## config.mk

```make
export PLATFORM = sky130hd
export DESIGN_NAME = uart_tx_ctrl_flat
export DESIGN_NICKNAME = d
export VERILOG_FILES = /design/src/rtl/uart_tx_pkg.sv /design/src/rtl/uart_tx_ctrl_if.sv /design/src/rtl/uart_tx_ctrl_parity_calc.sv /design/src/rtl/uart_tx_ctrl.sv /design/src/flat_wrapper.sv
export SDC_FILE = /design/constraint.sdc
export NUM_CORES = 1
export LEC_CHECK = 0
export ABC_CLOCK_PERIOD_IN_PS = 1770
export CAP_MARGIN = 20
export CORE_ASPECT_RATIO = 1.2
export CORE_MARGIN = 2
export CORE_UTILIZATION = 44
export DETAILED_ROUTE_END_ITERATION = 10
export PLACE_DENSITY = 0.76
export SKIP_CTS_REPAIR_TIMING = 1
export SYNTH_ARGS = -nofsm -noshare
export SYNTH_HDL_FRONTEND = slang
export SYNTH_HIERARCHICAL = 1
export SYNTH_SLANG_ARGS = --single-unit
```

## constraint.sdc

```tcl
create_clock -name clk -period 1.77 [get_ports clk]
set_input_delay 0.531 -clock clk [delete_from_list [all_inputs] [get_ports clk]]
set_output_delay 0.531 -clock clk [all_outputs]
set_load 0.03 [all_outputs]
```

## src/rtl/uart_tx_pkg.sv

```systemverilog
// Shared constants for the UART transmit controller: FSM state encoding,
// default geometry and line-level bit values.
package uart_tx_pkg;

    typedef enum logic [2:0] {
        ST_IDLE   = 3'd0,
        ST_START  = 3'd1,
        ST_DATA   = 3'd2,
        ST_PARITY = 3'd3,
        ST_STOP   = 3'd4
    } state_t;

    localparam int DEF_DATA_WIDTH   = 8;
    localparam int DEF_DATA_TIMEOUT = 12;

    localparam logic START_BIT = 1'b0;
    localparam logic STOP_BIT  = 1'b1;

endpackage

```

## src/rtl/uart_tx_ctrl_if.sv

```systemverilog
// System-side handshake between the TX data source (master) and the
// transmit controller (slave).
interface uart_tx_ctrl_if #(
    parameter int DATA_WIDTH = 8
);
    logic [DATA_WIDTH-1:0] p_data;
    logic                  data_valid;
    logic                  par_en;
    logic                  par_typ;
    logic                  busy;

    modport master (output p_data, data_valid, par_en, par_typ, input busy);
    modport slave  (input p_data, data_valid, par_en, par_typ, output busy);
endinterface

```

## src/rtl/uart_tx_ctrl_parity_calc.sv

```systemverilog
// Parity bit generator: even (par_typ=0) or odd (par_typ=1) over the byte.
// Only compiled when UART_TX_PARITY_EN is defined, since that is the only
// build that instantiates it.
`ifdef UART_TX_PARITY_EN
module parity_calc #(
    parameter int DATA_WIDTH = 8
) (
    input  logic [DATA_WIDTH-1:0] i_data,
    input  logic                  i_par_typ,
    output logic                  o_par_bit
);
    assign o_par_bit = (^i_data) ^ i_par_typ;
endmodule
`endif

```

## src/rtl/uart_tx_ctrl.sv

```systemverilog
// UART transmit controller: accepts a byte, sequences start/data/parity/stop
// and drives the line, enabling the external serializer during the data
// phase. A DATA phase that outlasts DATA_TIMEOUT cycles aborts the frame.
// Optional feature macro: UART_TX_PARITY_EN (parity state and registers).
module uart_tx_ctrl
    import uart_tx_pkg::*;
#(
    parameter int DATA_WIDTH   = DEF_DATA_WIDTH,
    parameter int DATA_TIMEOUT = DEF_DATA_TIMEOUT
) (
    input  logic                  clk,
    input  logic                  rest,
    uart_tx_ctrl_if.slave         sys,
    input  logic                  ser_dn,
    input  logic                  ser_data,
    output logic                  ser_en,
    output logic [DATA_WIDTH-1:0] ser_p_data,
    output logic                  tx_out,
    output logic                  ser_timeout
);
    localparam int CNT_W = $clog2(DATA_TIMEOUT + 1);

    state_t                r_state;
    logic [DATA_WIDTH-1:0] r_data;
    logic [CNT_W-1:0]      r_cnt;
    logic                  r_tmo;
    logic                  w_accept;

    // A new byte may enter while idle or during the stop bit (back-to-back).
    assign w_accept = sys.data_valid && (r_state == ST_IDLE || r_state == ST_STOP);

`ifdef UART_TX_PARITY_EN
    logic r_par_bit;
    logic r_par_en_q;
    logic w_par_bit;

    parity_calc #(.DATA_WIDTH(DATA_WIDTH)) u_parity (
        .i_data    (sys.p_data),
        .i_par_typ (sys.par_typ),
        .o_par_bit (w_par_bit)
    );
`else
    logic w_unused;
    assign w_unused = &{1'b0, sys.par_en, sys.par_typ};
`endif

    // Frame sequencer: state, latched byte, parity and DATA-phase watchdog.
    always_ff @(posedge clk) begin
        if (!rest) begin
            r_state <= ST_IDLE;
            r_data  <= '0;
            r_cnt   <= '0;
            r_tmo   <= 1'b0;
`ifdef UART_TX_PARITY_EN
            r_par_bit  <= 1'b0;
            r_par_en_q <= 1'b0;
`endif
        end else begin
            r_tmo <= 1'b0;
            if (w_accept) begin
                r_data <= sys.p_data;
`ifdef UART_TX_PARITY_EN
                r_par_bit  <= w_par_bit;
                r_par_en_q <= sys.par_en;
`endif
            end
            case (r_state)
                ST_IDLE:  if (w_accept) r_state <= ST_START;
                ST_START: begin
                    r_state <= ST_DATA;
                    r_cnt   <= '0;
                end
                ST_DATA: begin
                    r_cnt <= r_cnt + 1'b1;
                    if (ser_dn) begin
`ifdef UART_TX_PARITY_EN
                        r_state <= r_par_en_q ? ST_PARITY : ST_STOP;
`else
                        r_state <= ST_STOP;
`endif
                    end else if (r_cnt == CNT_W'(DATA_TIMEOUT - 1)) begin
                        // Serializer never finished: abort, release the line.
                        r_tmo   <= 1'b1;
                        r_state <= ST_STOP;
                    end
                end
                ST_PARITY: r_state <= ST_STOP;
                ST_STOP:   r_state <= w_accept ? ST_START : ST_IDLE;
                default:   r_state <= ST_IDLE;
            endcase
        end
    end

    // Line select per phase; only DATA passes an input straight through.
    always_comb begin
        tx_out = STOP_BIT;
        case (r_state)
            ST_START:  tx_out = START_BIT;
            ST_DATA:   tx_out = ser_data;
`ifdef UART_TX_PARITY_EN
            ST_PARITY: tx_out = r_par_bit;
`endif
            default:   tx_out = STOP_BIT;
        endcase
    end

    assign ser_en      = (r_state == ST_START) || (r_state == ST_DATA);
    assign sys.busy    = (r_state != ST_IDLE);
    assign ser_p_data  = r_data;
    assign ser_timeout = r_tmo;

endmodule
```

## src/flat_wrapper.sv

```systemverilog
// flat-port wrapper written by rule: the top's interface ports become plain ports
module uart_tx_ctrl_flat import uart_tx_pkg::*;
#(
    parameter int DATA_WIDTH   = DEF_DATA_WIDTH,
    parameter int DATA_TIMEOUT = DEF_DATA_TIMEOUT
)
  (clk, rest, ser_dn, ser_data, ser_en, ser_p_data, tx_out, ser_timeout, sys_p_data, sys_data_valid, sys_par_en, sys_par_typ, sys_busy);
  uart_tx_ctrl_if #(.DATA_WIDTH(DATA_WIDTH)) sys_i ();
  input  logic clk;
  input  logic rest;
  input  logic ser_dn;
  input  logic ser_data;
  output logic ser_en;
  output logic [DATA_WIDTH-1:0] ser_p_data;
  output logic tx_out;
  output logic ser_timeout;
  input wire logic [$bits(sys_i.p_data)-1:0] sys_p_data;
  input wire logic [$bits(sys_i.data_valid)-1:0] sys_data_valid;
  input wire logic [$bits(sys_i.par_en)-1:0] sys_par_en;
  input wire logic [$bits(sys_i.par_typ)-1:0] sys_par_typ;
  output wire logic [$bits(sys_i.busy)-1:0] sys_busy;
  assign sys_i.p_data = sys_p_data;
  assign sys_i.data_valid = sys_data_valid;
  assign sys_i.par_en = sys_par_en;
  assign sys_i.par_typ = sys_par_typ;
  assign sys_busy = sys_i.busy;
  uart_tx_ctrl #(.DATA_WIDTH(DATA_WIDTH), .DATA_TIMEOUT(DATA_TIMEOUT)) u_core (.clk(clk), .rest(rest), .sys(sys_i), .ser_dn(ser_dn), .ser_data(ser_data), .ser_en(ser_en), .ser_p_data(ser_p_data), .tx_out(tx_out), .ser_timeout(ser_timeout));
endmodule
```

==> impl_summary.md, run 1 <==
Final layout
The repair_antennas step left the layout with diodes totalling 0. The number of nets in the final layout is 139. The fraction of layout instances using a drive strength above 1 is 0.328. Relative to the synthesized area, the layout overhead comes to 48.6%.

CTS
The worst-case clock buffer depth is 2. Clock latency on the worst-skew pair, taken at its later pin, is 0.29 ns. Clock-pin slew was measured on the worst setup and hold paths at 0.10 ns.

CTS built an H-tree with a depth of 1. The number of buffers created by CTS is 3. TritonCTS built the clock tree. Clock tree synthesis selected as its root buffer the cell sky130_fd_sc_hd__clkbuf_4. The clock drives 16 sinks.

Route
The count of vias placed by the detailed router is 738. The final routed DRC violation total is 0. The detailed router put a total of 723 um of wire on met1. The final routed wirelength across all metal layers is 1.81 mm. After detailed routing, the met2 layer carries 951 um of wire.

In this run the top signal layer used is met4. The number of search-and-repair iterations in the first detailed-routing pass is 4. Dividing the detail-routed wire length by the instance count gives 12.9 um.

The count of nets left with antenna violations once routing finished came out at 0. The detailed router finished its first iteration with 11 violations. Summed over all nets, wire length on met3 after detailed routing comes to 125 um. The via count normalized by instance count is 5.27.

Place
The count of buffers added on input and output ports is 24. The worst slack after detailed placement is -0.691 ns. At the end of routability-driven placement, the weighted congestion stood at 0.715. Summed over all nets, the half-perimeter wirelength after detailed placement is 1.24 mm.

Die
For this design the top-level I/O count stands at 27. The region available for standard cell placement spans 0.00168 sq mm. The x dimension of the die is 43.0 um.

The initial core utilization is 0.478. In this run the core area contains 16 standard-cell rows. The die extent in y is 50.8 um. The die area is 0.00218 sq mm.

Power
The leakage power summed over all cells is 0.609 nW. IR analysis of the VDD net gives a maximum drop of 0.571 mV. The power consumption is 0.845 mW. Dividing total power by cell area gives a power density of 708 mW/mm^2.

Timing
Setup violations remaining at the end of the flow were counted as 1. Measured against its own limit, the worst slew margin works out to 0.778. The final number of hold-violating endpoints was 0. Based on the critical path, the design can be clocked at up to 551 MHz. In the final timing run, aggregate negative setup slack is -0.0444 ns.

The worst setup margin is -0.0444 ns. Counting I/O delays and the setup requirement, the final critical path takes 1.81 ns. Setup repair after global routing could not meet its margin everywhere. At the pin with the least slew margin, the transition time is 0.332 ns. The clock skew after layout is 0.00247 ns. The max-slew violation total from the final report was 0. The fraction of the cycle the final worst path needs is 1.03.

Critical path
Among the stages of the critical path, the cell type that occurs most often is sky130_fd_sc_hd__buf_6. The critical path class is reg -> out. The worst register-to-register path begins at u_core/r_cnt[0]. The highest net fanout along the worst path is 4. The cell with the biggest individual delay on the critical path is sky130_fd_sc_hd__or3_4. Data arrives at the worst endpoint at 1.28 ns. The beginning of the critical path is u_core/r_state[0].

The worst stage delay on the critical path is 0.38 ns. STA classifies the critical path endpoint as a primary output. Walking the worst path, the cells encountered are buf_6, or3_4, buf_6.

The data required time at the worst endpoint is 1.24 ns. The worst setup path is launched from a register.

Global routing
Entering global routing, the biggest net connects 12 pins. The overflow left after global routing is 0. The first-pass GRT wire length is 3.08 mm. The number of antenna violations at the first check in global routing is 0. The via count of the first global-routing pass is 717. Across every metal layer, demand over resource in global routing totals 0.182.

Synthesis
In this run, synthesis produced a sequential element count of 16. The share of the synthesized area in the top cell type is 0.399. Yosys mapped the design onto 35 distinct sky130hd cell types.

The total number of yosys warnings is 6. When the netlist entered floorplanning its net count stood at 105. Ranked by total cell area, the synthesized netlist is headed by sky130_fd_sc_hd__dfxtp_1 40%, sky130_fd_sc_hd__a21boi_2 11%, sky130_fd_sc_hd__nand2_1 7.9%, sky130_fd_sc_hd__buf_6 2.8%, sky130_fd_sc_hd__o21ai_0 2.5%. The portion of the post-synthesis area used by sequential elements is 0.399. Counting every instance in the synthesized netlist gives 89.

The synthesized netlist occupies a cell area of 803 sq um. The top cell type by total area after synthesis is sky130_fd_sc_hd__dfxtp_1. The synthesized area per cell is 9.03 sq um.

Flow run
The max-capacitance violation count is 0.

Outcome
The checks that failed: setup timing. The run finished, with violations left.

Min path
The min-delay analysis places its worst path in the category reg -> reg. The worst hold path startpoint is u_core/ser_p_data[5].
==> stage by stage <==
step           hold WS, ns  utilization  area (sq um)  std cells
2_1_floorplan        0.474            -           803         89
3_3_place_gp         0.452        0.644          1080        134
3_5_place_dp         0.459        0.644          1080        134
4_1_cts              0.473        0.665          1120        138
5_1_grt              0.489        0.710          1190        140
6_report             0.466        0.710          1190        140
==> critical path: cells and delay by family, from the launching register on <==
| family | cells | cell delay [ns] |
|---|---|---|
| DFF | 1 | 0.35 |
| buffers and inverters | 2 | 0.26 |
| and+or+nand+nor | 1 | 0.38 |
==> layout make-up <==
type,instances,area [sq um]
Fill cell,138,488
Sequential cell,16,324
Clock buffer,4,36.3
Timing Repair Buffer,34,352
Tap cell,18,22.5
Multi-Input combinational cell,67,455
Inverter,1,3.75
==> state kept, by name (all words and copies together) (netlist names) <==
name / cells
u_core/r_cnt: 4
u_core/r_state: 3
u_core/ser_timeout: 1
u_core/ser_p_data: 8
==> Yosys cell counts <==
master                       n
sky130_fd_sc_hd__a211oi_2    1
sky130_fd_sc_hd__a21boi_0    2
sky130_fd_sc_hd__a21boi_2    8
sky130_fd_sc_hd__a21oi_1     3
sky130_fd_sc_hd__a22o_1      1
sky130_fd_sc_hd__a2bb2oi_1   1
sky130_fd_sc_hd__and2_1      3
sky130_fd_sc_hd__and3_1      1
sky130_fd_sc_hd__buf_2       1
sky130_fd_sc_hd__buf_4       1
sky130_fd_sc_hd__buf_6       2
sky130_fd_sc_hd__clkbuf_1    1
sky130_fd_sc_hd__dfxtp_1    16
sky130_fd_sc_hd__ha_1        1
sky130_fd_sc_hd__inv_1       1
sky130_fd_sc_hd__nand2_1    17
sky130_fd_sc_hd__nand2_2     3
sky130_fd_sc_hd__nand2b_1    1
sky130_fd_sc_hd__nand3_1     1
sky130_fd_sc_hd__nor2_1      5
sky130_fd_sc_hd__nor2_2      1
sky130_fd_sc_hd__nor2b_1     2
sky130_fd_sc_hd__nor2b_2     1
sky130_fd_sc_hd__nor3_1      1
sky130_fd_sc_hd__nor3_2      1
sky130_fd_sc_hd__nor3b_1     1
sky130_fd_sc_hd__nor3b_2     1
sky130_fd_sc_hd__nor4_1      1
sky130_fd_sc_hd__nor4b_2     1
sky130_fd_sc_hd__o21ai_0     4
sky130_fd_sc_hd__o22ai_1     1
sky130_fd_sc_hd__o31a_1      1
sky130_fd_sc_hd__or2_2       1
sky130_fd_sc_hd__or3_1       1
sky130_fd_sc_hd__xnor2_1     1
==> cell usage in the layout (no fill, tap or decap), types with 2 or more instances in the layout <==
master,Yosys,final
sky130_fd_sc_hd__nand2_2,3,3
sky130_fd_sc_hd__o21ai_0,4,4
sky130_fd_sc_hd__buf_6,2,5
sky130_fd_sc_hd__nor2_1,5,5
sky130_fd_sc_hd__dfxtp_2,0,3
sky130_fd_sc_hd__dfxtp_1,16,13
sky130_fd_sc_hd__dlymetal6s2s_1,0,10
sky130_fd_sc_hd__a21boi_2,8,8
sky130_fd_sc_hd__and2_1,3,3
sky130_fd_sc_hd__nand2_1,17,17
sky130_fd_sc_hd__a21oi_1,3,3
sky130_fd_sc_hd__clkdlybuf4s50_1,0,11
sky130_fd_sc_hd__buf_4,1,8
sky130_fd_sc_hd__a21boi_0,2,2
sky130_fd_sc_hd__clkbuf_4,0,3
==> kinds of logic (layout without fill, tap and decap cells) <==
| group | after synthesis | in the layout | share of synthesized area |
|---|---|---|---|
| AO/OA/AOI/OAI | 22 | 22 | 0.231 |
| flip-flops | 16 | 16 | 0.399 |
| buffers and inverters | 6 | 39 | 0.0529 |
| XOR/XNOR | 1 | 1 | 0.0109 |
| AND/OR/NAND/NOR | 43 | 43 | 0.291 |
| adder cells (fa/ha/maj) | 1 | 1 | 0.0156 |
==> final timing paths <==
check                                             to  slack (ns)  depth (start not counted)
worst min register to register  u_core/ser_p_data[5]        0.47                          2
worst min-delay path            u_core/ser_p_data[5]        0.47                          2
worst max register to register     u_core/r_state[1]        0.40                          5
worst max-delay path                        sys_busy       -0.04                          3
==> routing by layer <==
| layer | vias up | GRT usage |
|---|---|---|
| met1 | 341 | 0.219 |
| li1 | 368 | - |
| met4 | 0 | 0.0707 |
| met3 | 2 | 0.0468 |
| met5 | - | 0 |
| met2 | 27 | 0.308 |
==> power by group <==
group,internal [mW],switching [mW]
clock network,0.125,0.121
logic,0.106,0.105
registers,0.377,0.0106
total,0.608,0.237
(Power assumes the default switching activity.)
==> inputs of run 2 (changes only) <==
Settings changed: TNS_END_PERCENT from default to 5.
==> run 2 against run 1 <==
Against the previous run: the flow still finishes with violations (setup timing); critical path type unchanged; die area did not move; core utilization fell by 2.2 points; sequential share of layout area rose by 0.77 points; non-clock buffer count fell by 2.
==> impl_summary.md, run 2 (same netlist as run 1, synthesis figures left out) <==
Place
The post-detailed-placement half-perimeter wirelength is 1.24 mm. After detailed placement, the design holds a cell count of 134. The cell area after placement is 0.00108 sq mm.

The final RePlAce weighted congestion is 0.715. Prior to clock tree synthesis, the placed netlist has a worst setup slack of -0.691 ns. The number of input and output port buffers inserted is 24.

Timing
For this run, the top clock speed supported by timing is 544 MHz. The final number of hold-violating endpoints is 0. The fraction of the cycle the final worst path needs is 1.04.

The total negative slack is -0.0673 ns. Final hold analysis gives a worst-case slack of 0.466 ns. The clock arrives with 0.00189 ns of skew. Setup violations remaining at the end of the flow were counted as 1. The worst setup margin is -0.0673 ns. Setup repair after global routing could not meet its margin everywhere.

For the pin with the worst max-slew slack, the measured transition is 0.332 ns. The normalized max-slew margin is 0.778. The shortest clock period the worst path allows after layout is 1.84 ns. The max-slew violation total from the final report is 0.

Min path
The worst hold path startpoint is u_core/ser_p_data[2]. The path with the worst hold slack has its endpoint at u_core/ser_p_data[2]. The type of the most critical hold path is reg -> reg. The worst hold path was traced through 2 stages.

Route
The detailed router placed 706 vias in this run. The detail route stage leaves a number of antenna-violating nets equal to 0. The final routed wirelength across all metal layers is 1.63 mm. The average wire per standard cell is 11.8 um. The via count normalized by instance count is 5.12. The first routing iteration left 5 violations.

The first detailed-routing pass took 4 iterations. The final routed DRC violation total is 0.

CTS
The clock input transition at the sequential cells of the worst setup and hold paths is 0.10 ns. Clock tree synthesis found a total of 16 sinks. The clock latency on the worst-skew pair is 0.28 ns.

The number of buffers created by CTS is 3. The number of H-tree levels is 1. The TritonCTS clock tree is built.

In this run the clock root is driven by a sky130_fd_sc_hd__clkbuf_4. The clock passes through at most 2 buffers.

Final layout
The area occupied by multi-input gates is 445 sq um. The core occupancy in the finished layout is 0.688. The number of filler cells placed in the layout is 142. Summing all flip-flop and latch instances after layout gives 323 sq um. The finished layout holds 138 standard cells, fillers aside. The flip-flop count of the largest register, all copies and words added is 8. In the layout the commonest cells are 17 x sky130_fd_sc_hd__nand2_1, 14 x sky130_fd_sc_hd__dfxtp_1, 11 x sky130_fd_sc_hd__clkdlybuf4s50_1. With fillers left out, the area of the finished cells amounts to 0.00116 sq mm. Of the cells placed in the final design, the portion with a size suffix greater than 1 is 0.300. The number of nets in the final layout is 137. 0 antenna diodes ended up in the layout. The most common cell after layout, fill and taps aside is sky130_fd_sc_hd__nand2_1. The area growth from synthesis to final layout is 43.9%.

Power
The leakage power summed over all cells is 0.594 nW. IR analysis of the VDD net gives a maximum drop of 0.558 mV. In this run the power density over the cells is 717 mW/mm^2. The power consumption is 0.829 mW.

Global routing
The number of antenna violations at the first check in global routing is 0. In the global route stage, overall resource usage came out at 0.182. The overflow left after global routing is 0. The via count of the first global-routing pass came to 717. The first global-routing pass estimated 3.08 mm of wire. The largest net degree at the start of global routing is 12.

Critical path
The data required time at the worst endpoint is 1.24 ns. Of all nets on the critical path, the largest fanout is 4. The cell with the biggest individual delay on the critical path is sky130_fd_sc_hd__or3_1. The worst stage delay on the critical path is 0.37 ns. The worst setup path is captured at a primary output.

The worst setup path is launched from a register. The count of cells along the worst register-to-register path is 5. The destination of the worst register-to-register timing path is u_core/r_state[1].

The worst register-to-register path begins at u_core/r_cnt[0]. Among the stages of the critical path, the cell type that occurs most often is sky130_fd_sc_hd__buf_4. The worst path arrival time is 1.31 ns. Traced cell by cell, the critical path runs through buf_4, or3_1, buf_4. The register-to-register path setup slack is 0.41 ns. The critical path is of the reg -> out type.

Outcome
The checks that failed: setup timing. The flow ran to the end, but the final reports show violations.

Die
Measured along the y axis, the die boundary spans 50.8 um. After floorplanning, the core was divided into 16 placement rows. The die covers 0.00218 sq mm. After floorplanning, the core was sized to cover 0.00168 sq mm. For this configuration, the core starts out at a cell density of 0.478. The number of top-level pins is 27. The x dimension of the die is 43.0 um.

Flow run
Max-cap violations in this run came to 0.
## run 2: cell types whose count changed in the layout (fill, tap and decap cells not counted)
cell                      delta
sky130_fd_sc_hd__buf_4       +1
sky130_fd_sc_hd__buf_6       -3
sky130_fd_sc_hd__dfxtp_1     +1
sky130_fd_sc_hd__dfxtp_2     -1
sky130_fd_sc_hd__nor2b_2     +1
sky130_fd_sc_hd__nor2b_4     -1
sky130_fd_sc_hd__or3_1       +1
sky130_fd_sc_hd__or3_4       -1
## run 2: per-layer routing
layer / up-vias / share of wire / GRT usage
met5: - / 0 / 0
met4: 0 / 0 / 0.0707
met3: 0 / 0.070 / 0.0468
met2: 29 / 0.50 / 0.308
met1: 312 / 0.42 / 0.219
li1: 365 / - / -
## run 2: power breakdown
part           internal [mW]  leakage (nW)  switching [mW]
combinational         0.0970         0.442           0.102
sequential             0.377         0.131         0.00924
clock                  0.125        0.0210           0.119
## run 2: final cells by class
type / instances / area share
Multi-Input combinational cell: 67 / 0.385
Timing Repair Buffer: 32 / 0.281
Sequential cell: 16 / 0.279
Clock buffer: 4 / 0.0314
Tap cell: 18 / 0.0195
Inverter: 1 / 0.00325
## run 2: worst max-delay path, delay by kind of cell, from the launching register on
kind                   cells  cell delay [ns]
and+or+nand+nor            1             0.37
DFF                        1             0.35
buffers and inverters      2             0.31
## run 2: how the worst max path moves through the flow
| stage | startpoint | end | slack (ns) | cells past startpoint |
|---|---|---|---|---|
| floorplan | u_core/r_state[0] | ser_en | 0.21 | 3 |
| global placement | ser_data | tx_out | -0.68 | 5 |
| detailed placement | ser_data | tx_out | -0.69 | 5 |
| CTS | ser_data | tx_out | -0.70 | 5 |
| global route | u_core/r_state[1] | sys_busy | -0.11 | 3 |
| finish | u_core/r_state[1] | sys_busy | -0.07 | 3 |
==> inputs of run 3 (changes only) <==
Settings changed: CORE_UTILIZATION 44 to 41, PLACE_DENSITY 0.76 to 0.71, TNS_END_PERCENT 5 to 1.
==> run 3 against run 2 <==
Against the previous run: the flow still finishes with violations (setup timing); global-route usage down 2.2 points; flip-flop and latch count unchanged; largest cell class unchanged; critical endpoint unchanged; maximum frequency up 0.68%; via count down 3.4%; register-to-register slack better by 0.02 ns; critical path type unchanged; final cell count down 1.4%; setup slack better by 0.012 ns; die area up 6.7%.
==> impl_summary.md, run 3 (same netlist as run 1, synthesis figures left out) <==
Power
The worst ir drop on vdd is 0.418 mV. For this design the ratio of total power to cell area is 678 mW/mm^2. The analysis attributes to cell leakage a power of 0.580 nW.

Die
The initial utilization of the core area, before any placement, comes to 0.434. The die is 44.4 um wide. In this run the count of I/O pins placed on the die edge is 27. The die extent in y is 52.5 um. Row generation in the floorplan step produced 17 rows. The die area is 0.00233 sq mm. After floorplanning, the core was sized to cover 0.00185 sq mm.

Route
Using the TritonRoute via totals, the vias-per-cell ratio works out to 5.01. The count of vias placed by the detailed router is 682. In this run the remaining antenna-violating nets after routing total 0. In the final routed layout, each cell accounts on average for 11.8 um.

The initial DRC count is 10. The final routed DRC violation total is 0. The number of search-and-repair iterations in the first detailed-routing pass is 4. The final routed wirelength across all metal layers is 1.61 mm.

CTS
The clock passes through at most 2 buffers. TritonCTS created 3 clock buffers. In this run the number of H-tree levels came out at 1. In this run the clock root is driven by a sky130_fd_sc_hd__clkbuf_4. The total number of clock tree sinks is 16. The clock input transition at the sequential cells of the worst setup and hold paths is 0.09 ns. TritonCTS built the clock tree. The later pin in the worst-skew pair is clocked with a latency of 0.28 ns.

Global routing
The overflow left after global routing is 0. In the global route stage, overall resource usage came out at 0.160. The number of antenna violations at the first check in global routing is 0. The via count of the first global-routing pass is 664. Entering global routing, the biggest net connects 15 pins. The first global-routing pass estimated 2.81 mm of wire.

Timing
The maximum clock frequency is 548 MHz. The clock skew after layout is 0.00756 ns. Setup repair after global routing could not meet its margin everywhere. The fraction of the cycle the final worst path needs is 1.03. The normalized max-slew margin is 0.773.

The max-slew violation total from the final report is 0. The transition time at the pin with the least slew margin is 0.340 ns. The final number of hold-violating endpoints is 0. In the post-route analysis, the smallest setup slack over all paths is -0.0549 ns.

The tightest hold path in the finished design has a slack of 0.464 ns. The number of setup violations in the final report is 1. Summed over all failing endpoints, the final setup total negative slack is -0.0549 ns. The shortest clock period the worst path allows after layout is 1.82 ns.

Final layout
In the final layout, the share of cells above drive strength 1 is 0.299. Compared with the post-synthesis result, the final layout area differs by 42.2%. The number of inserted diodes is 0.

Counting the fill cells in the layout gives 170. The core occupancy in the finished layout is 0.617. The number of nets in the final layout is 135.

The top cell types in the final layout, fill and taps aside, are 17 x sky130_fd_sc_hd__nand2_1, 13 x sky130_fd_sc_hd__dfxtp_1, 11 x sky130_fd_sc_hd__clkdlybuf4s50_1. Leaving out fill and tap cells, the most frequent cell in the layout is sky130_fd_sc_hd__nand2_1. The non-filler instance count after layout is 136. The flip-flop count of the largest register, all copies and words added is 8.

Critical path
The origin of the critical flop-to-flop path is u_core/r_state[1]. The cell with the biggest individual delay on the critical path is sky130_fd_sc_hd__or3_4. In this run the worst setup path begins at u_core/r_state[2]. The number of buffers and inverters on the critical path is 2. The critical path class is reg -> out. Grouping stages by cell kind, the critical path spends the most delay in simple AND/OR/NAND/NOR gates. The worst path arrival time is 1.29 ns. Among the stages of the critical path, the cell type that occurs most often is sky130_fd_sc_hd__buf_6. For this run, the slowest stage of the critical path takes 0.39 ns. STA classifies the critical path startpoint as a register. STA puts the critical path data required time at 1.24 ns. The critical path goes through buf_6, or3_4, buf_6. The highest net fanout along the worst path is 11.

The kind of capture point of the worst setup path is a primary output.

Place
The number of input and output port buffers inserted is 24. The number of placed instances, taps included, is 133. At the placement stage, the worst setup path has a slack of -0.686 ns. The post-detailed-placement half-perimeter wirelength is 1.17 mm. At the end of routability-driven placement, the weighted congestion stood at 0.734.

Min path
The startpoint identified for the worst hold timing path is u_core/ser_p_data[7]. The worst hold path belongs to the class reg -> reg.

Outcome
The flow ran to the end, but the final reports show violations. The checks that failed: setup timing.

Flow run
The max-capacitance violation count is 0.
-- run 3: cell types whose count changed in the layout (fill, tap and decap cells not counted), sizes merged --
cell,before,now
buf,11,9
clkbuf,4,3
-- run 3: cell type report --
| class | count | area, sq um | share of cell area |
|---|---|---|---|
| tap | 19 | 23.8 | 0.0208 |
| sequential | 16 | 324 | 0.284 |
| inverter | 1 | 3.75 | 0.00329 |
| multi-input combinational | 67 | 450 | 0.394 |
| clock buffer | 3 | 22.5 | 0.0197 |
| timing repair buffer | 30 | 318 | 0.278 |
-- run 3: tightest hold or removal path, stage by stage, from the launching register on --
cell                       delay (ns)
sky130_fd_sc_hd__dfxtp_1         0.32
sky130_fd_sc_hd__nand2_1         0.07
sky130_fd_sc_hd__a21boi_2        0.05
-- run 3: power by group --
group	leakage, nW	total, mW	internal, mW	switching (mW)
Clock	0.0138	0.187	0.0789	0.108
Sequential	0.132	0.386	0.377	0.00911
Combinational	0.434	0.202	0.0984	0.103
Total	0.580	0.775	0.554	0.221
-- run 3: per-stage QoR --
stage	instance area, sq um	power (mW)
floorplan	803	0.512
global placement	1070	0.586
detailed placement	1070	0.589
CTS	1090	0.776
global route	1140	0.825
finish	1140	0.775
-- run 3: path summary, 6_finish.rpt --
| kind | end | slack (ns) | cells after the start |
|---|---|---|---|
| setup / recovery | sys_busy | -0.05 | 3 |
| hold / removal | u_core/ser_p_data[7] | 0.46 | 2 |
| setup reg to reg | u_core/ser_p_data[2] | 0.43 | 5 |
| hold reg to reg | u_core/ser_p_data[7] | 0.46 | 2 |
-- run 3: routing by layer --
layer	global-route usage	wire (um)
met1	0.179	688
met4	0.0455	17
met5	0	0
met2	0.292	778
met3	0.0414	126
